File: config.mk
export PLATFORM = sky130hd
export DESIGN_NAME = operational_unit_flat
export DESIGN_NICKNAME = d
export VERILOG_FILES = /design/src/rtl/operational_unit_if.sv /design/src/rtl/operational_unit.sv /design/src/flat_wrapper.sv
export SDC_FILE = /design/constraint.sdc
export NUM_CORES = 1
export LEC_CHECK = 0
export ABC_AREA = 1
export CORE_AREA = 8 8 106 99
export DETAILED_ROUTE_END_ITERATION = 8
export DIE_AREA = 0 0 114 107
export PLACE_DENSITY_LB_ADDON = 0.12
export SETUP_SLACK_MARGIN = 0.02
export SLEW_MARGIN = 20
export SYNTH_ARGS = -nofsm -noshare
export SYNTH_HDL_FRONTEND = slang
export SYNTH_SLANG_ARGS = --single-unit
File: constraint.sdc
create_clock -name clock -period 2.9 [get_ports clock]
set_clock_uncertainty 0.1 [all_clocks]
set_input_delay 0.87 -clock clock [delete_from_list [all_inputs] [get_ports clock]]
set_output_delay 0.87 -clock clock [all_outputs]
set_load 0.01 [all_outputs]
File: src/rtl/operational_unit_if.sv
// Micro-word, operand input and result/flag bus between the control unit
// (master) and the operational unit datapath (slave).
interface operational_unit_if #(parameter int WIDTH = 8);
  logic [16:0]      control_bus;
  logic [WIDTH-1:0] data_in;
  logic [WIDTH-1:0] data_out;
  logic             out_valid;
  logic             out_ready;
  logic             overrun;
  logic             carry_flag;
  logic             zero_flag;

  modport master (
    output control_bus, data_in, out_ready,
    input  data_out, out_valid, overrun, carry_flag, zero_flag
  );
  modport slave (
    input  control_bus, data_in, out_ready,
    output data_out, out_valid, overrun, carry_flag, zero_flag
  );
endinterface

File: src/rtl/operational_unit.sv
// Datapath driven by a 17-bit micro-word: 4-entry register file, ALU, flags
// and a valid/ready result port. OPUNIT_R0_ZERO_EN makes R0 a constant zero.
module operational_unit #(
  parameter int WIDTH = 8
) (
  input  logic              clock,
  input  logic              reset,
  operational_unit_if.slave bus
);
  typedef struct packed {
    logic [2:0] alu_op;
    logic [1:0] sel_a;
    logic [1:0] sel_b;
    logic [1:0] sel_dst;
    logic       write_en;
    logic       flags_en;
    logic       load_in;
    logic       out_en;
    logic       use_imm;
    logic [2:0] imm;
  } uword_t;

`ifdef OPUNIT_R0_ZERO_EN
  localparam bit R0_ZERO = 1'b1;
`else
  localparam bit R0_ZERO = 1'b0;
`endif

  uword_t                  uw;
  logic [3:0][WIDTH-1:0]   regs;
  logic [WIDTH-1:0]        op_a, op_b, reg_b, alu_res, wr_val, data_q;
  logic [WIDTH:0]          wide;
  logic                    alu_c, nxt_c, nxt_z, wr_ok;
  logic                    valid_q, overrun_q, carry_q, zero_q;

  assign uw = uword_t'(bus.control_bus);

  // Reads are combinational and see the pre-edge register contents.
  always_comb begin
    op_a  = (R0_ZERO && uw.sel_a == 2'd0) ? '0 : regs[uw.sel_a];
    reg_b = (R0_ZERO && uw.sel_b == 2'd0) ? '0 : regs[uw.sel_b];
    op_b  = uw.use_imm ? {{(WIDTH-3){1'b0}}, uw.imm} : reg_b;
  end

  always_comb begin
    wide    = '0;
    alu_res = '0;
    alu_c   = 1'b0;
    unique case (uw.alu_op)
      3'b000: alu_res = op_a;
      3'b001: alu_res = op_b;
      3'b010: begin
        wide    = {1'b0, op_a} + {1'b0, op_b};
        alu_res = wide[WIDTH-1:0];
        alu_c   = wide[WIDTH];
      end
      3'b011: begin
        // MSB of the widened difference is the unsigned borrow
        wide    = {1'b0, op_a} - {1'b0, op_b};
        alu_res = wide[WIDTH-1:0];
        alu_c   = wide[WIDTH];
      end
      3'b100: alu_res = op_a & op_b;
      3'b101: alu_res = op_a | op_b;
      3'b110: alu_res = op_a ^ op_b;
      3'b111: begin
        alu_res = {op_a[WIDTH-2:0], 1'b0};
        alu_c   = op_a[WIDTH-1];
      end
      default: ;
    endcase
  end

  always_comb begin
    wr_val = uw.load_in ? bus.data_in : alu_res;
    nxt_c  = uw.load_in ? 1'b0 : alu_c;
    nxt_z  = uw.load_in ? (bus.data_in == '0) : (alu_res == '0);
    wr_ok  = uw.write_en && !(R0_ZERO && uw.sel_dst == 2'd0);
  end

  always_ff @(posedge clock or negedge reset) begin
    if (!reset) begin
      regs <= '0;
    end else if (wr_ok) begin
      regs[uw.sel_dst] <= wr_val;
    end
  end

  always_ff @(posedge clock or negedge reset) begin
    if (!reset) begin
      carry_q <= 1'b0;
      zero_q  <= 1'b0;
    end else if (uw.flags_en) begin
      carry_q <= nxt_c;
      zero_q  <= nxt_z;
    end
  end

  // A new result always lands; overwriting one nobody took is flagged sticky.
  always_ff @(posedge clock or negedge reset) begin
    if (!reset) begin
      data_q    <= '0;
      valid_q   <= 1'b0;
      overrun_q <= 1'b0;
    end else if (uw.out_en) begin
      data_q  <= op_a;
      valid_q <= 1'b1;
      if (valid_q && !bus.out_ready) overrun_q <= 1'b1;
    end else if (valid_q && bus.out_ready) begin
      valid_q <= 1'b0;
    end
  end

  assign bus.data_out   = data_q;
  assign bus.out_valid  = valid_q;
  assign bus.overrun    = overrun_q;
  assign bus.carry_flag = carry_q;
  assign bus.zero_flag  = zero_q;
endmodule
File: src/flat_wrapper.sv
// flat-port wrapper written by rule: the top's interface ports become plain ports
module operational_unit_flat 
#(
  parameter int WIDTH = 8
)
  (clock, reset, bus_control_bus, bus_data_in, bus_out_ready, bus_data_out, bus_out_valid, bus_overrun, bus_carry_flag, bus_zero_flag);
  operational_unit_if #(.WIDTH(WIDTH)) bus_i ();
  input  logic clock;
  input  logic reset;
  input wire logic [$bits(bus_i.control_bus)-1:0] bus_control_bus;
  input wire logic [$bits(bus_i.data_in)-1:0] bus_data_in;
  input wire logic [$bits(bus_i.out_ready)-1:0] bus_out_ready;
  output wire logic [$bits(bus_i.data_out)-1:0] bus_data_out;
  output wire logic [$bits(bus_i.out_valid)-1:0] bus_out_valid;
  output wire logic [$bits(bus_i.overrun)-1:0] bus_overrun;
  output wire logic [$bits(bus_i.carry_flag)-1:0] bus_carry_flag;
  output wire logic [$bits(bus_i.zero_flag)-1:0] bus_zero_flag;
  assign bus_i.control_bus = bus_control_bus;
  assign bus_i.data_in = bus_data_in;
  assign bus_i.out_ready = bus_out_ready;
  assign bus_data_out = bus_i.data_out;
  assign bus_out_valid = bus_i.out_valid;
  assign bus_overrun = bus_i.overrun;
  assign bus_carry_flag = bus_i.carry_flag;
  assign bus_zero_flag = bus_i.zero_flag;
  operational_unit #(.WIDTH(WIDTH)) u_core (.clock(clock), .reset(reset), .bus(bus_i));
endmodule
==> flow_results.org <==
** Run status
- The run finished, with violations left.
- Violated checks :: negative setup slack

** Pwr
- For this design the static power due to leakage is 0.002830 uW.
- In this run the power density over the cells is 475.6 nW/um2.
- Worst vdd rail ir drop :: 0.3195 mV

** Place
- Placed Instance Area :: 4901 um2
- The congestion estimate from routability-driven global placement came to 0.9218.
- Pre-CTS setup slack :: -1.157 ns
- Final HPWL DP :: 9.850 mm
- Number of buffers added on ports :: 39

** Global routing
- Met2 Track Usage GR :: 0.3288
- Largest net degree at the start of global routing :: 45
- The first global-routing pass estimated 20.44 mm of wire.
- For this run the aggregate overflow at the end of global routing stands at 0.
- GRT Util Overall :: 0.2081
- Met3 routing resource usage after global routing :: 0.03371
- Number of global-route vias before repair :: 4112
- Number of antenna violations at the first check in global routing :: 0
- After global routing, the most crowded layer is met2.
- For met1 alone, demand over resource in global routing was 0.2954.

** Floorplanning
- For this configuration, the core starts out at a cell density of 0.4350.
- During I/O placement, the number of pins put on the boundary was 40.
- The floorplan step set the die width to 114 um.
- # rows :: 33
- The region available for standard cell placement spans 8753 um2.
- The die covers 12200 um2.
- The floorplan step set the die height to 107 um.

** Timing
- Min Clock Period, post-route :: 3.010 ns
- The worst pin sits at a relative slew slack of 0.6325.
- Worst setup margin :: -0.1098 ns
- Count of final max-slew check failures :: 0
- Highest attainable clock frequency :: 332.2 MHz
- Worst Max-Slew Pin Slew :: 0.5512 ns
- Setup violations remaining at the end of the flow were counted as 13.
- The number of hold-slack violations in the final timing report is 0.
- Setup repair after global routing missed its margin :: true
- Final cycle utilization of the critical path :: 1.038

** Setup path
- The worst setup path is captured at a flip-flop.
- Delay contributed by the slowest stage of the critical path :: 0.43 ns
- Crit start category :: input port
- On the critical path, the stage with the largest delay is an instance of sky130_fd_sc_hd__fa_2.
- Crit Path Category :: in -> reg
- At the worst endpoint, the arrival time is 3.13 ns.
- Worst-path cell chain :: buf_12 > o211ai_1 > nand3_2 > nand2_4 > inv_4 > ha_4 > inv_4 > fa_2 > nand4_1 > nand2_1 > inv_1 > nand2_1 > nor2_2 > nand3_1 > nand2_2 > nand3_2 > nor2_1 > nand3_1 > a21oi_1
- Required @ worst endpoint :: 3.02 ns
- Number of buffer and inverter stages on the critical path :: 4
- CP Max Fanout :: 7
- Family with the most delay on the worst path :: simple AND/OR/NAND/NOR gates

** Clock network
- TritonCTS clock tree :: built
- For the worst-skew pair, the clock arrives at the later sink with an insertion delay of 0.29 ns.
- Number of hold-repair buffers added at the cts stage :: 0
- In this run the clock root is driven by a sky130_fd_sc_hd__clkbuf_8.
- Clock-pin slew was measured on the worst setup and hold paths at 0.08 ns.
- Maximum buffer depth of the clock tree :: 2
- CTS built an H-tree with a depth of 2.
- Sinks on Clock Net :: 44
- Counting the buffers created by CTS gives 5.

** Yosys
- Netlist Area Pre-Place :: 3807 um2
- Number of flip-flops and latches in the synthesized netlist :: 44
- Part of the Yosys area used for sequential elements :: 0.2892
- Mean area per synthesized cell :: 6.231 um2
- Number of enable flip-flop cells after synthesis :: 0
- Counting every instance in the synthesized netlist gives 611.
- In the synthesized netlist the async set-or-reset flop fraction comes to 1.000.
- Yosys mapped the design onto 29 distinct sky130hd cell types.
- The most used flip-flop cell after synthesis is sky130_fd_sc_hd__dfrtp_1.
- Yosys warning total :: 0
- Counting every net in the synthesized netlist gives 666.

** Flow run
- # Max-Cap Violations :: 0

** Finish
- Post-synthesis to final-layout area growth :: 46.30%
- The filler cells instantiated in the layout total 848.
- After routing the design area is 5570 um2.
- ANT cells :: 0
- For this run, the share of the core covered by cells in the final layout is 0.6364.
- Commonest non-fill, non-tap cells in the layout :: 176 x sky130_fd_sc_hd__nand2_1, 90 x sky130_fd_sc_hd__buf_4, 70 x sky130_fd_sc_hd__inv_1
- Ratio of cells with drive above 1 in the final layout :: 0.3007
- After the last flow step, the layout net total stands at 789.
- Leaving out fill and tap cells, the most frequent cell in the layout is sky130_fd_sc_hd__nand2_1.

** Route
- Detail Route Antenna Nets :: 0
- The routed layout has 4369 vias.
- Dividing the detail-routed wire length by the instance count gives 14.93 um.
- Wire length after detailed routing :: 12.80 mm
- Router iterations before antenna repair :: 5
- After the first detailed-routing iteration, the DRC count stood at 314.
- Average via count per standard cell :: 5.098
- For this run, design rule violations remaining after detail routing come to 0.

** Min path
- In this run the worst hold path is classified as reg -> reg.
## report_power, final
group          switching, uW  internal [uW]  leakage, uW
Combinational            787            656      0.00224
Clock                    212            195    0.0000455
Sequential              76.4            723     0.000545
Total                   1080           1570      0.00283
## logic make-up after synthesis
kind of cell	share of synthesized area
simple gates	0.3805
fa+ha+maj	0.09267
flops	0.2892
buf+inv	0.1180
compound gates	0.1196
## per-stage QoR
stage                     total power [uW]  hold WS, ns  setup TNS, ns  cells
after floorplan                       1479       0.3657         -3.168    611
after global placement                1962       0.3525         -29.84    832
after detailed placement              1980       0.3652         -31.65    832
after CTS                             2509       0.3915        -0.5162    851
after global routing                  2839       0.4163         -3.484    857
final                                 2650       0.3836        -0.5372    857
## registers in the layout (all words and copies together), names as in the netlist
name                   count
u_core.bus.out_valid       1
u_core.bus.data_out        8
u_core.bus.zero_flag       1
u_core.bus.carry_flag      1
u_core.bus.overrun         1
u_core.regs               32
## worst reg2reg max path, cell delays in order, from the launching register on
cell	delay (ns)
sky130_fd_sc_hd__dfrtp_1	0.40
sky130_fd_sc_hd__inv_1	0.08
sky130_fd_sc_hd__nand2_1	0.05
sky130_fd_sc_hd__o211ai_1	0.09
sky130_fd_sc_hd__nand3_2	0.17
sky130_fd_sc_hd__nand2_4	0.11
sky130_fd_sc_hd__inv_4	0.05
sky130_fd_sc_hd__ha_4	0.15
sky130_fd_sc_hd__inv_4	0.06
sky130_fd_sc_hd__fa_2	0.43
sky130_fd_sc_hd__nand4_1	0.09
sky130_fd_sc_hd__nand2_1	0.05
sky130_fd_sc_hd__inv_1	0.04
sky130_fd_sc_hd__nand2_1	0.06
sky130_fd_sc_hd__nor2_2	0.09
sky130_fd_sc_hd__nand3_1	0.09
sky130_fd_sc_hd__nand2_2	0.12
sky130_fd_sc_hd__nand3_2	0.09
sky130_fd_sc_hd__nor2_1	0.14
sky130_fd_sc_hd__nand3_1	0.10
sky130_fd_sc_hd__a21oi_1	0.13
## synthesized netlist by cell type (4+ instances only)
master / n / area (um2)
sky130_fd_sc_hd__inv_2: 4 / 15.01
sky130_fd_sc_hd__buf_2: 8 / 40.04
sky130_fd_sc_hd__o21ai_0: 56 / 280.3
sky130_fd_sc_hd__a21oi_1: 17 / 85.08
sky130_fd_sc_hd__nand4_1: 4 / 25.02
sky130_fd_sc_hd__nor3_1: 7 / 35.03
sky130_fd_sc_hd__nor2_1: 48 / 180.2
sky130_fd_sc_hd__o21ai_1: 7 / 35.03
sky130_fd_sc_hd__nand3_1: 70 / 350.3
sky130_fd_sc_hd__dfrtp_1: 44 / 1101
sky130_fd_sc_hd__ha_1: 25 / 312.8
sky130_fd_sc_hd__or2_2: 4 / 25.02
sky130_fd_sc_hd__inv_1: 83 / 311.6
sky130_fd_sc_hd__nand2_1: 203 / 762.0
sky130_fd_sc_hd__clkbuf_1: 7 / 26.28
## path summary, 6_finish.rpt
check | start | to | slack (ns) | cells after the start
hold reg to reg | u_core.bus.overrun | u_core.bus.overrun | 0.38 | 2
max in group asynchronous | reset | u_core.regs[12] | 1.78 | 2
hold / removal | u_core.bus.overrun | u_core.bus.overrun | 0.38 | 2
setup / recovery | bus_control_bus[10] | u_core.bus.zero_flag | -0.11 | 19
min in group asynchronous | reset | u_core.regs[16] | 0.55 | 2
setup reg to reg | u_core.regs[24] | u_core.bus.zero_flag | 0.15 | 20
## cell type report
class / instances / area, um2 / area share
Timing Repair Buffer: 137 / 1187 / 0.2132
Sequential cell: 44 / 1101 / 0.1977
Tap cell: 122 / 152.6 / 0.02740
Multi-Input combinational cell: 459 / 2703 / 0.4852
Inverter: 87 / 336.6 / 0.06042
Clock buffer: 8 / 90.09 / 0.01617
## metal layers
metal / part of all wire / vias up / wire length (um)
met1: 0.48 / 2023 / 6107
met5: 0 / - / 0
met3: 0.064 / 11 / 823
li1: - / 2180 / -
met2: 0.45 / 155 / 5774
met4: 0.0070 / 0 / 90
## what timing repair did
item,in CTS,in global routing
endpoints found under the setup margin,34,32
buffers inserted,11,6
resized for setup,94,69
pin swaps,38,34
No activity file was read; power rests on OpenSTA's default activity.
